==> config.mk <==
export PLATFORM = sky130hd
export DESIGN_NAME = ps2_key_rx_flat
export DESIGN_NICKNAME = d
export VERILOG_FILES = /design/src/rtl/ps2_pkg.sv /design/src/rtl/ps2_key_rx_if.sv /design/src/rtl/ps2_clk_filter.sv /design/src/rtl/ps2_key_rx.sv /design/src/flat_wrapper.sv
export SDC_FILE = /design/constraint.sdc
export NUM_CORES = 1
export LEC_CHECK = 0
export ABC_CLOCK_PERIOD_IN_PS = 4000
export CAP_MARGIN = 25
export CORE_ASPECT_RATIO = 0.7
export CORE_MARGIN = 2
export CORE_UTILIZATION = 61
export CTS_BUF_LIST = sky130_fd_sc_hd__clkbuf_4
export CTS_CLUSTER_DIAMETER = 80
export CTS_CLUSTER_SIZE = 16
export DETAILED_ROUTE_END_ITERATION = 8
export PLACE_DENSITY = 0.82
export SLEW_MARGIN = 10
export SYNTH_ARGS = -nofsm -noshare
export SYNTH_HDL_FRONTEND = slang
export SYNTH_SLANG_ARGS = --single-unit
==> constraint.sdc <==
create_clock -name clk -period 4 [get_ports clk]
set_clock_uncertainty 0.05 [all_clocks]
set_input_delay 1 -clock clk [delete_from_list [all_inputs] [get_ports clk]]
set_output_delay 1 -clock clk [all_outputs]
set_load 0.05 [all_outputs]
==> src/rtl/ps2_pkg.sv <==
// Shared definitions for the PS/2 keyboard receiver.
//   PS2_BREAK / PS2_EXT : scan-code prefixes that are stripped by the decoder
//   KEY_UP / KEY_DOWN   : make codes that the date/time field counters step on
//   FRAME_LEN           : start + 8 data + parity + stop
//   ps2_state_e         : deframer FSM states
//   odd_parity_ok()     : PS/2 odd-parity check of a data byte plus its parity bit
package ps2_pkg;

  localparam int unsigned BYTE_W    = 8;
  localparam int unsigned FRAME_LEN = 11;

  localparam logic [BYTE_W-1:0] PS2_BREAK = 8'hF0;
  localparam logic [BYTE_W-1:0] PS2_EXT   = 8'hE0;
  localparam logic [BYTE_W-1:0] KEY_UP    = 8'h75;
  localparam logic [BYTE_W-1:0] KEY_DOWN  = 8'h72;

  typedef enum logic [1:0] {
    IDLE   = 2'd0,
    DATA   = 2'd1,
    PARITY = 2'd2,
    STOP   = 2'd3
  } ps2_state_e;

  // True when the data bits plus the parity bit hold an odd number of ones.
  function automatic logic odd_parity_ok(input logic [BYTE_W-1:0] data, input logic par);
    return (^{data, par}) == 1'b1;
  endfunction

endpackage

==> src/rtl/ps2_key_rx_if.sv <==
// Key-event bus from the PS/2 receiver to the date/time field counters.
//   key_code  : last accepted make code, held between strobes
//   en_codigo : one-cycle strobe, key_code is new
//   ext_flag  : key_code was preceded by E0, valid with en_codigo and held
//   err       : one-cycle pulse on parity, stop or timeout error
// master = receiver side (drives), slave = consumer side.
interface ps2_key_rx_if #(
  parameter int unsigned N = 8
);

  logic [N-1:0] key_code;
  logic         en_codigo;
  logic         ext_flag;
  logic         err;

  modport master (output key_code, en_codigo, ext_flag, err);
  modport slave  (input  key_code, en_codigo, ext_flag, err);

endinterface

==> src/rtl/ps2_clk_filter.sv <==
// Input conditioning for the raw PS/2 lines.
//   clk, rst    : system clock, asynchronous active-low reset
//   ps2_clk_i   : raw keyboard clock (asynchronous)
//   ps2_data_i  : raw keyboard data (asynchronous)
//   data_o      : synchronised data line
//   clk_filt_o  : glitch-filtered keyboard clock
//   fall_o      : one-cycle pulse on a 1->0 transition of clk_filt_o
module ps2_clk_filter #(
  parameter int unsigned FILT_LEN = 8
) (
  input  logic clk,
  input  logic rst,
  input  logic ps2_clk_i,
  input  logic ps2_data_i,
  output logic data_o,
  output logic clk_filt_o,
  output logic fall_o
);

  logic                clk_meta_q, clk_sync_q;
  logic                data_meta_q, data_sync_q;
  logic [FILT_LEN-1:0] hist_q, hist_d;
  logic                filt_q, filt_d;
  logic                fall_q, fall_d;

  // Filtered clock only moves once the whole history window agrees.
  always_comb begin
    hist_d = {hist_q[FILT_LEN-2:0], clk_sync_q};
    filt_d = filt_q;
    if (&hist_d)       filt_d = 1'b1;
    else if (~|hist_d) filt_d = 1'b0;
    fall_d = filt_q & ~filt_d;
  end

  // Lines idle high, so everything resets to ones.
  always_ff @(posedge clk or negedge rst) begin
    if (!rst) begin
      clk_meta_q  <= 1'b1;
      clk_sync_q  <= 1'b1;
      data_meta_q <= 1'b1;
      data_sync_q <= 1'b1;
      hist_q      <= '1;
      filt_q      <= 1'b1;
      fall_q      <= 1'b0;
    end else begin
      clk_meta_q  <= ps2_clk_i;
      clk_sync_q  <= clk_meta_q;
      data_meta_q <= ps2_data_i;
      data_sync_q <= data_meta_q;
      hist_q      <= hist_d;
      filt_q      <= filt_d;
      fall_q      <= fall_d;
    end
  end

  assign data_o     = data_sync_q;
  assign clk_filt_o = filt_q;
  assign fall_o     = fall_q;

endmodule

==> src/rtl/ps2_key_rx.sv <==
// PS/2 keyboard receiver: deframes 11-bit frames, strips F0/E0 prefixes and
// presents each make code on the key-event bus.
//   clk, rst  : system clock, asynchronous active-low reset
//   ps2_clk   : raw keyboard clock (asynchronous)
//   ps2_data  : raw keyboard data (asynchronous)
//   key_if    : key_code / en_codigo / ext_flag / err (all registered)
// Build option TYPEMATIC_FILT_EN: suppress auto-repeat of the last strobed
// make code until a break sequence or an error is seen.
module ps2_key_rx
  import ps2_pkg::*;
#(
  parameter int unsigned N        = 8,
  parameter int unsigned FILT_LEN = 8,
  parameter logic [15:0] TIMEOUT  = 16'd50000
) (
  input  logic                clk,
  input  logic                rst,
  input  logic                ps2_clk,
  input  logic                ps2_data,
  ps2_key_rx_if.master        key_if
);

  logic data_s, clk_filt, fall;

  ps2_clk_filter #(.FILT_LEN(FILT_LEN)) u_filter (
    .clk        (clk),
    .rst        (rst),
    .ps2_clk_i  (ps2_clk),
    .ps2_data_i (ps2_data),
    .data_o     (data_s),
    .clk_filt_o (clk_filt),
    .fall_o     (fall)
  );

  ps2_state_e        state_q, state_d;
  logic [2:0]        bit_cnt_q;
  logic [BYTE_W-1:0] shift_q;
  logic              par_q;
  logic [15:0]       wd_q;
  logic              brk_q, brk_d;
  logic              extp_q, extp_d;
  logic [N-1:0]      key_q, key_d;
  logic              extf_q, extf_d;
  logic              en_q, en_d;
  logic              err_q, err_d;

  logic shift_en_c, par_en_c, frame_end_c, frame_ok_c, timeout_c, repeat_c;

  // FSM state register
  always_ff @(posedge clk or negedge rst) begin
    if (!rst) state_q <= IDLE;
    else      state_q <= state_d;
  end

  // FSM next state; a watchdog expiry overrides everything
  always_comb begin
    state_d = state_q;
    if (timeout_c) begin
      state_d = IDLE;
    end else begin
      case (state_q)
        IDLE:    if (fall && !data_s)            state_d = DATA;
        DATA:    if (fall && bit_cnt_q == 3'd7)  state_d = PARITY;
        PARITY:  if (fall)                       state_d = STOP;
        STOP:    if (fall)                       state_d = IDLE;
        default:                                 state_d = IDLE;
      endcase
    end
  end

  // FSM outputs: datapath enables; a fall on the last tick beats the timeout
  always_comb begin
    shift_en_c  = 1'b0;
    par_en_c    = 1'b0;
    frame_end_c = 1'b0;
    frame_ok_c  = 1'b0;
    timeout_c   = (state_q != IDLE) && !fall && (wd_q == TIMEOUT - 16'd1);
    case (state_q)
      DATA:   shift_en_c = fall;
      PARITY: par_en_c   = fall;
      STOP: begin
        frame_end_c = fall;
        frame_ok_c  = fall && data_s && odd_parity_ok(shift_q, par_q);
      end
      default: ;
    endcase
  end

  // Frame datapath and watchdog
  always_ff @(posedge clk or negedge rst) begin
    if (!rst) begin
      bit_cnt_q <= 3'd0;
      shift_q   <= '0;
      par_q     <= 1'b0;
      wd_q      <= 16'd0;
    end else begin
      if (state_q == IDLE && fall) bit_cnt_q <= 3'd0;
      else if (shift_en_c)         bit_cnt_q <= bit_cnt_q + 3'd1;
      if (shift_en_c) shift_q <= {data_s, shift_q[BYTE_W-1:1]};
      if (par_en_c)   par_q   <= data_s;
      if (state_q == IDLE || fall || timeout_c) wd_q <= 16'd0;
      else                                      wd_q <= wd_q + 16'd1;
    end
  end

`ifdef TYPEMATIC_FILT_EN
  logic [BYTE_W:0] last_q, last_d;
  logic            last_vld_q, last_vld_d;

  assign repeat_c = last_vld_q && (last_q == {extp_q, shift_q});

  always_ff @(posedge clk or negedge rst) begin
    if (!rst) begin
      last_q     <= '0;
      last_vld_q <= 1'b0;
    end else begin
      last_q     <= last_d;
      last_vld_q <= last_vld_d;
    end
  end
`else
  assign repeat_c = 1'b0;
`endif

  // Byte decode: prefixes, release suppression and key strobe
  always_comb begin
    brk_d  = brk_q;
    extp_d = extp_q;
    key_d  = key_q;
    extf_d = extf_q;
    en_d   = 1'b0;
    err_d  = 1'b0;
`ifdef TYPEMATIC_FILT_EN
    last_d     = last_q;
    last_vld_d = last_vld_q;
`endif
    if (timeout_c) begin
      err_d = 1'b1;
`ifdef TYPEMATIC_FILT_EN
      last_vld_d = 1'b0;
`endif
    end else if (frame_end_c && !frame_ok_c) begin
      err_d  = 1'b1;
      brk_d  = 1'b0;
      extp_d = 1'b0;
`ifdef TYPEMATIC_FILT_EN
      last_vld_d = 1'b0;
`endif
    end else if (frame_ok_c) begin
      if (shift_q == PS2_BREAK) begin
        brk_d = 1'b1;
      end else if (shift_q == PS2_EXT) begin
        extp_d = 1'b1;
      end else if (brk_q) begin
        brk_d  = 1'b0;
        extp_d = 1'b0;
`ifdef TYPEMATIC_FILT_EN
        last_vld_d = 1'b0;
`endif
      end else if (repeat_c) begin
        extp_d = 1'b0;
      end else begin
        key_d  = N'(shift_q);
        extf_d = extp_q;
        en_d   = 1'b1;
        extp_d = 1'b0;
`ifdef TYPEMATIC_FILT_EN
        last_d     = {extp_q, shift_q};
        last_vld_d = 1'b1;
`endif
      end
    end
  end

  // Registered outputs and prefix flags
  always_ff @(posedge clk or negedge rst) begin
    if (!rst) begin
      brk_q  <= 1'b0;
      extp_q <= 1'b0;
      key_q  <= '0;
      extf_q <= 1'b0;
      en_q   <= 1'b0;
      err_q  <= 1'b0;
    end else begin
      brk_q  <= brk_d;
      extp_q <= extp_d;
      key_q  <= key_d;
      extf_q <= extf_d;
      en_q   <= en_d;
      err_q  <= err_d;
    end
  end

  assign key_if.key_code  = key_q;
  assign key_if.en_codigo = en_q;
  assign key_if.ext_flag  = extf_q;
  assign key_if.err       = err_q;

  // The filtered clock level is not needed past the fall detector.
  logic unused_c;
  assign unused_c = clk_filt;

endmodule

==> src/flat_wrapper.sv <==
// flat-port wrapper written by rule: the top's interface ports become plain ports
module ps2_key_rx_flat import ps2_pkg::*;
#(
  parameter int unsigned N        = 8,
  parameter int unsigned FILT_LEN = 8,
  parameter logic [15:0] TIMEOUT  = 16'd50000
)
  (clk, rst, ps2_clk, ps2_data, key_if_key_code, key_if_en_codigo, key_if_ext_flag, key_if_err);
  ps2_key_rx_if #(.N(N)) key_if_i ();
  input  logic clk;
  input  logic rst;
  input  logic ps2_clk;
  input  logic ps2_data;
  output wire logic [$bits(key_if_i.key_code)-1:0] key_if_key_code;
  output wire logic [$bits(key_if_i.en_codigo)-1:0] key_if_en_codigo;
  output wire logic [$bits(key_if_i.ext_flag)-1:0] key_if_ext_flag;
  output wire logic [$bits(key_if_i.err)-1:0] key_if_err;
  assign key_if_key_code = key_if_i.key_code;
  assign key_if_en_codigo = key_if_i.en_codigo;
  assign key_if_ext_flag = key_if_i.ext_flag;
  assign key_if_err = key_if_i.err;
  ps2_key_rx #(.N(N), .FILT_LEN(FILT_LEN), .TIMEOUT(TIMEOUT)) u_core (.clk(clk), .rst(rst), .ps2_clk(ps2_clk), .ps2_data(ps2_data), .key_if(key_if_i));
endmodule
After elaboration in Yosys (flattened, before gate mapping)
Cells that the tools add are included.

Bits in registers: 56. Bits of input ports: 4. Output and inout bits: 11. Word-level logic and storage cells: 95.

Add/sub/neg operators: 2. Equality and inequality tests: 13. Mux-type cells: 31. Bitwise gates (word level): 7. Reductions and logical operators: 24.

Operator list (number): 1-bit two-way mux (22); 16-bit by 1-bit adder with 16-bit output (second input constant) (1); 16-bit == test (second input constant) (1); 8-bit == test (second input constant) (2); 16-bit two-way mux (1); 2-bit two-way mux (5); 3-bit by 1-bit != test with 1-bit output (second input constant) (3); 9-bit parity (1); 1-bit logical AND (8); 2-bit one-hot mux with 4 select lines (1); 8-bit AND reduction (1); 8-bit OR reduction (1); 3-bit two-way mux (2); 3-bit by 2-bit != test with 1-bit output (second input constant) (2); 1-bit inverter (6); 3-bit AND reduction (2); 6-bit AND reduction (1); 2-bit nonzero test (3); 2-bit == test (second input constant) (2); 4-bit AND reduction (1); 3-bit by 1-bit adder with 3-bit output (second input constant) (1); 3-bit == test (second input constant) (1); 1-bit logical NOT (3); 2-bit by 1-bit == test with 1-bit output (second input constant) (1); 4 further kinds (5).

Depth between registers and ports, before layout
Depth in word-level cells: 7. Gate-level depth with buffers: 8.

Cells and area by module
From an unflattened synthesis, not the netlist that was laid out.

Cells, all modules: 210. Area total of the unflattened synthesis: 2562.5 um^2.

Modules (own cells, without submodules): ps2_key_rx (instances 1, cells each 190, area each 2165.8 um^2); ps2_clk_filter (instances 1, cells each 20, area each 396.6 um^2).

Worst setup path before layout
No wires, ideal clock.

Kind: register to register. Start point: reg u_core.shift_q[1]. End point: reg u_core.extf_q (netlist: u_core.key_if.ext_flag). Arrival time: 1.897 ns. Path slack: 1.928 ns. Cell stages (with the launch flop): 7. Path buffers: 1. Clock period less this slack: 2.072 ns. Path through: dfrtp_1 > xnor2_1 > xnor3_1 > xnor2_1 > nor4b_4 > buf_6 > mux2_2.

Word-level cells in the longest chain between the ends: 7. Elaborated cells between the ends (all ways): 11. Classes of those cells: eq/ne: 2; mux: 1; bitwise: 3; reduce/logical: 5.

Ends and longest elaborated chain: start, declared (RTL line ps2_key_rx.sv:37) `logic [BYTE_W-1:0] shift_q;`; start signal, assigned (RTL line ps2_key_rx.sv:99) `if (shift_en_c) shift_q <= {data_s, shift_q[BYTE_W-1:1]};`; 9-bit parity (RTL line ps2_pkg.sv:26) `return (^{data, par}) == 1'b1;`; 1-bit logical AND (RTL line ps2_key_rx.sv:83) `frame_ok_c = fall && data_s && odd_parity_ok(shift_q, par_q);`; 1-bit two-way mux (RTL line ps2_key_rx.sv:78) `case (state_q)`; 1-bit logical NOT (RTL line ps2_key_rx.sv:142) `end else if (frame_end_c && !frame_ok_c) begin`; 1-bit logical AND (RTL line ps2_key_rx.sv:142); 1-bit inverter (no line); 6-bit AND reduction (no line) (*); end signal, assigned (RTL line ps2_key_rx.sv:188) `extf_q <= extf_d;`; end, declared (RTL line ps2_key_rx.sv:43) `logic extf_q, extf_d;`.

Mark *: on every way between the ends. The rest lies on a longest branch, timed or not. A chain may end at the register's enable or synchronous reset.

Worst setup path in the final report
Start point: reg u_core.key_q[2] (netlist: u_core.key_if.key_code[2]). End point: out key_if_key_code[2].

RTL lines: start, declared (RTL line ps2_key_rx.sv:42) `logic [N-1:0] key_q, key_d;`; start signal, assigned (RTL line ps2_key_rx.sv:187) `key_q <= key_d;`; end, declared (RTL line flat_wrapper.sv:14) `output wire logic [$bits(key_if_i.key_code)-1:0] key_if_key_code;`.

No word-level cell between the ends.

==> flow_summary.ini <==
[outcome]
outcome = complete, no violations

[timing]
setup_violations = 0
relSlewSlack_pct = 54.3
tns_ps = 0
rsz0062_at_grt = no
finalWorstSetupSlack_ps = 1400
tightest_slew_ps = 683
timing.fmax_mhz = 384
fin_crit_ps = 2600
finalHoldViolCount = 0
hold_ws_ps = 319
final_max_slew_viol_count = 0
period_share_pct = 65.1

[floorplan]
die_w_um = 79.8
fp.dieH_um = 57.1
die_area_sq_um = 4550
initial_core_util_pct = 62.9
rows = 19
coreArea_sq_um = 3900
pin_count = 15

[grt]
grt_pass1_wl_mm = 7.17
grt_pass1_vias = 1540
grt_max_degree = 31
antenna_found_initial = 0
grt_overflow = 0
grtUsageTotal_pct = 20.6

[detailed_routing]
routed_via_density = 5.65
firstDrtPassIters = 4
drc = 0
vias = 1560
drt-wirelength-per-cell_um = 15.5
routed_wl_mm = 4.28
drt_iter0_drc = 133
ant_nets = 0

[clocking]
cts_buffers = 5
cts_hold_buf = 0
clk_path_buf_depth = 2
cts_tree = built
clk_pin_slew_ps = 140
ctsResizeCount = 0
cts.sinks = 56
htreeDepth = 2
postCtsSetupBuffers = 0
clk_latency_ps = 360
root_buffer = clkbuf_4

[setup_path]
cp.required_ps = 2950
cp_slowest_cell = clkdlybuf4s50_1
worstPathCellList = clkdlybuf4s50_1
critPathTopFamily = buffers and inverters
r2r_setup_slack_ps = 1450
cp_slowest_stage_delay_ps = 810
startpoint_type = register
cp.arrival_ps = 1550
critPathKind = register to primary output
worst-path-buf-inv = 1
end_kind = primary output
critPathMaxFanout = 2

[cells_and_area]
seqCellArea_sq_um = 1420
area_growth_pct = 11.0
num_antenna_cells = 0
num-nets-final = 234
drive_gt1_share_pct = 21.4
final_area_sq_um = 2720
multi_input_area_sq_um = 983
n_fill_cell = 270
fin_util_pct = 69.8

[yosys]
yosysMostFrequentCell = dfrtp_1
ys_ff_latch = 56
synth_edf_count = 0
synth.top_cell.area_share_pct = 44.9
synth_largest_area_cell = dfrtp_1
synth_top_cells_by_count = 44 x dfrtp_1, 26 x nor2_1, 18 x mux2_2, 13 x xnor2_1, 12 x dfstp_2
yosys-top-cells-area = dfrtp_1 45%, dfstp_2 13%, mux2_2 8.3%, xnor2_1 4.6%, nor2_1 4.0%
yosys_warnings = 0
synth-async-reset-ratio_pct = 100
synth_area_per_cell_sq_um = 12.1
synthCells = 203
ys.flop_type = dfrtp_1
seq_area_frac_synth_pct = 57.7
syn-num-nets = 214
netlist_area_sq_um = 2450
synth_cell_types = 35

[flow_run]
maxCapViolations = 0

[place]
place.port_buffers = 14
place_ws_ps = 1480
dp_hpwl_mm = 3.15
place.gp.congestion = 0.796
place_area_sq_um = 2670

[power_and_ir_drop]
ir_drop_v = 0.000255
power.density_nw_per_um2 = 414
leakagePower_nw = 1.21

[worst_hold_path]
hp-class = register to register
-- routing by layer --
metal	global-route usage (%)	part of all wire, %	vias up
met5	0	0	-
met1	27.6	46	786
met3	5.22	3.6	2
met4	6.54	0.54	0
li1	-	-	741
met2	33.9	49	31
-- cell usage in the layout, fill, tap and decap left out, drive strengths merged, types with 2 or more instances in the layout --
cell type	n
a21oi	2
a31oi	4
and2	2
and4	2
buf	4
clkbuf	7
clkdlybuf4s50	13
dfrtp	44
dfstp	12
ha	7
inv	8
mux2	18
nand2	9
nand3	10
nor2	26
nor2b	3
nor3	4
nor4	4
o21ai	4
o2bb2ai	4
or2	4
xnor2	13
xor2	7
-- logic make-up (layout without fill, tap and decap cells) --
group	Yosys count	count (layout)	synth area share (%)
simple gates	71	71	15.1
flops	56	56	57.7
xor+xnor	21	21	8.06
compound gates	18	18	5.10
mux	18	18	8.26
buf+inv	12	33	2.19
fa+ha+maj	7	7	3.57
-- state kept, by name, indices dropped and copies added, names as in the netlist, 2 cells and up --
| name | cells |
|---|---|
| u_core.wd_q | 16 |
| u_core.u_filter.hist_q | 7 |
| u_core.key_if.key_code | 8 |
| u_core.state_q | 2 |
| u_core.bit_cnt_q | 3 |
| u_core.shift_q | 8 |
-- metrics by stage --
step                total power, mW  cells
finish                         1.13    276
global route                   1.19    276
CTS                            1.14    276
detailed placement            0.895    268
global placement              0.869    267
floorplan                     0.818    203
-- cell type report --
class	instances	share of cell area, %
Sequential cell	56	52.0
Multi-Input combinational cell	135	36.1
Timing Repair Buffer	17	6.25
Tap cell	52	2.39
Clock buffer	7	1.93
Inverter	8	1.10
Clock inverter	1	0.184
-- report_power, final --
part | switching, mW | total, mW | internal [mW]
registers | 0.0354 | 0.643 | 0.607
logic | 0.138 | 0.242 | 0.104
clock network | 0.160 | 0.243 | 0.0826
-- path summary, 6_finish.rpt --
check,cells past startpoint,endpoint,start
max in group asynchronous,2,u_core.u_filter.hist_q[4],rst
worst max-delay path,1,key_if_key_code[2],u_core.key_if.key_code[2]
worst max register to register,5,u_core.key_if.key_code[2],u_core.shift_q[4]
worst min-delay path,0,u_core.u_filter.clk_sync_q,u_core.u_filter.clk_meta_q
min in group asynchronous,1,u_core.wd_q[0],rst
worst min register to register,0,u_core.u_filter.clk_sync_q,u_core.u_filter.clk_meta_q
Power figures use the tool's default switching activity.
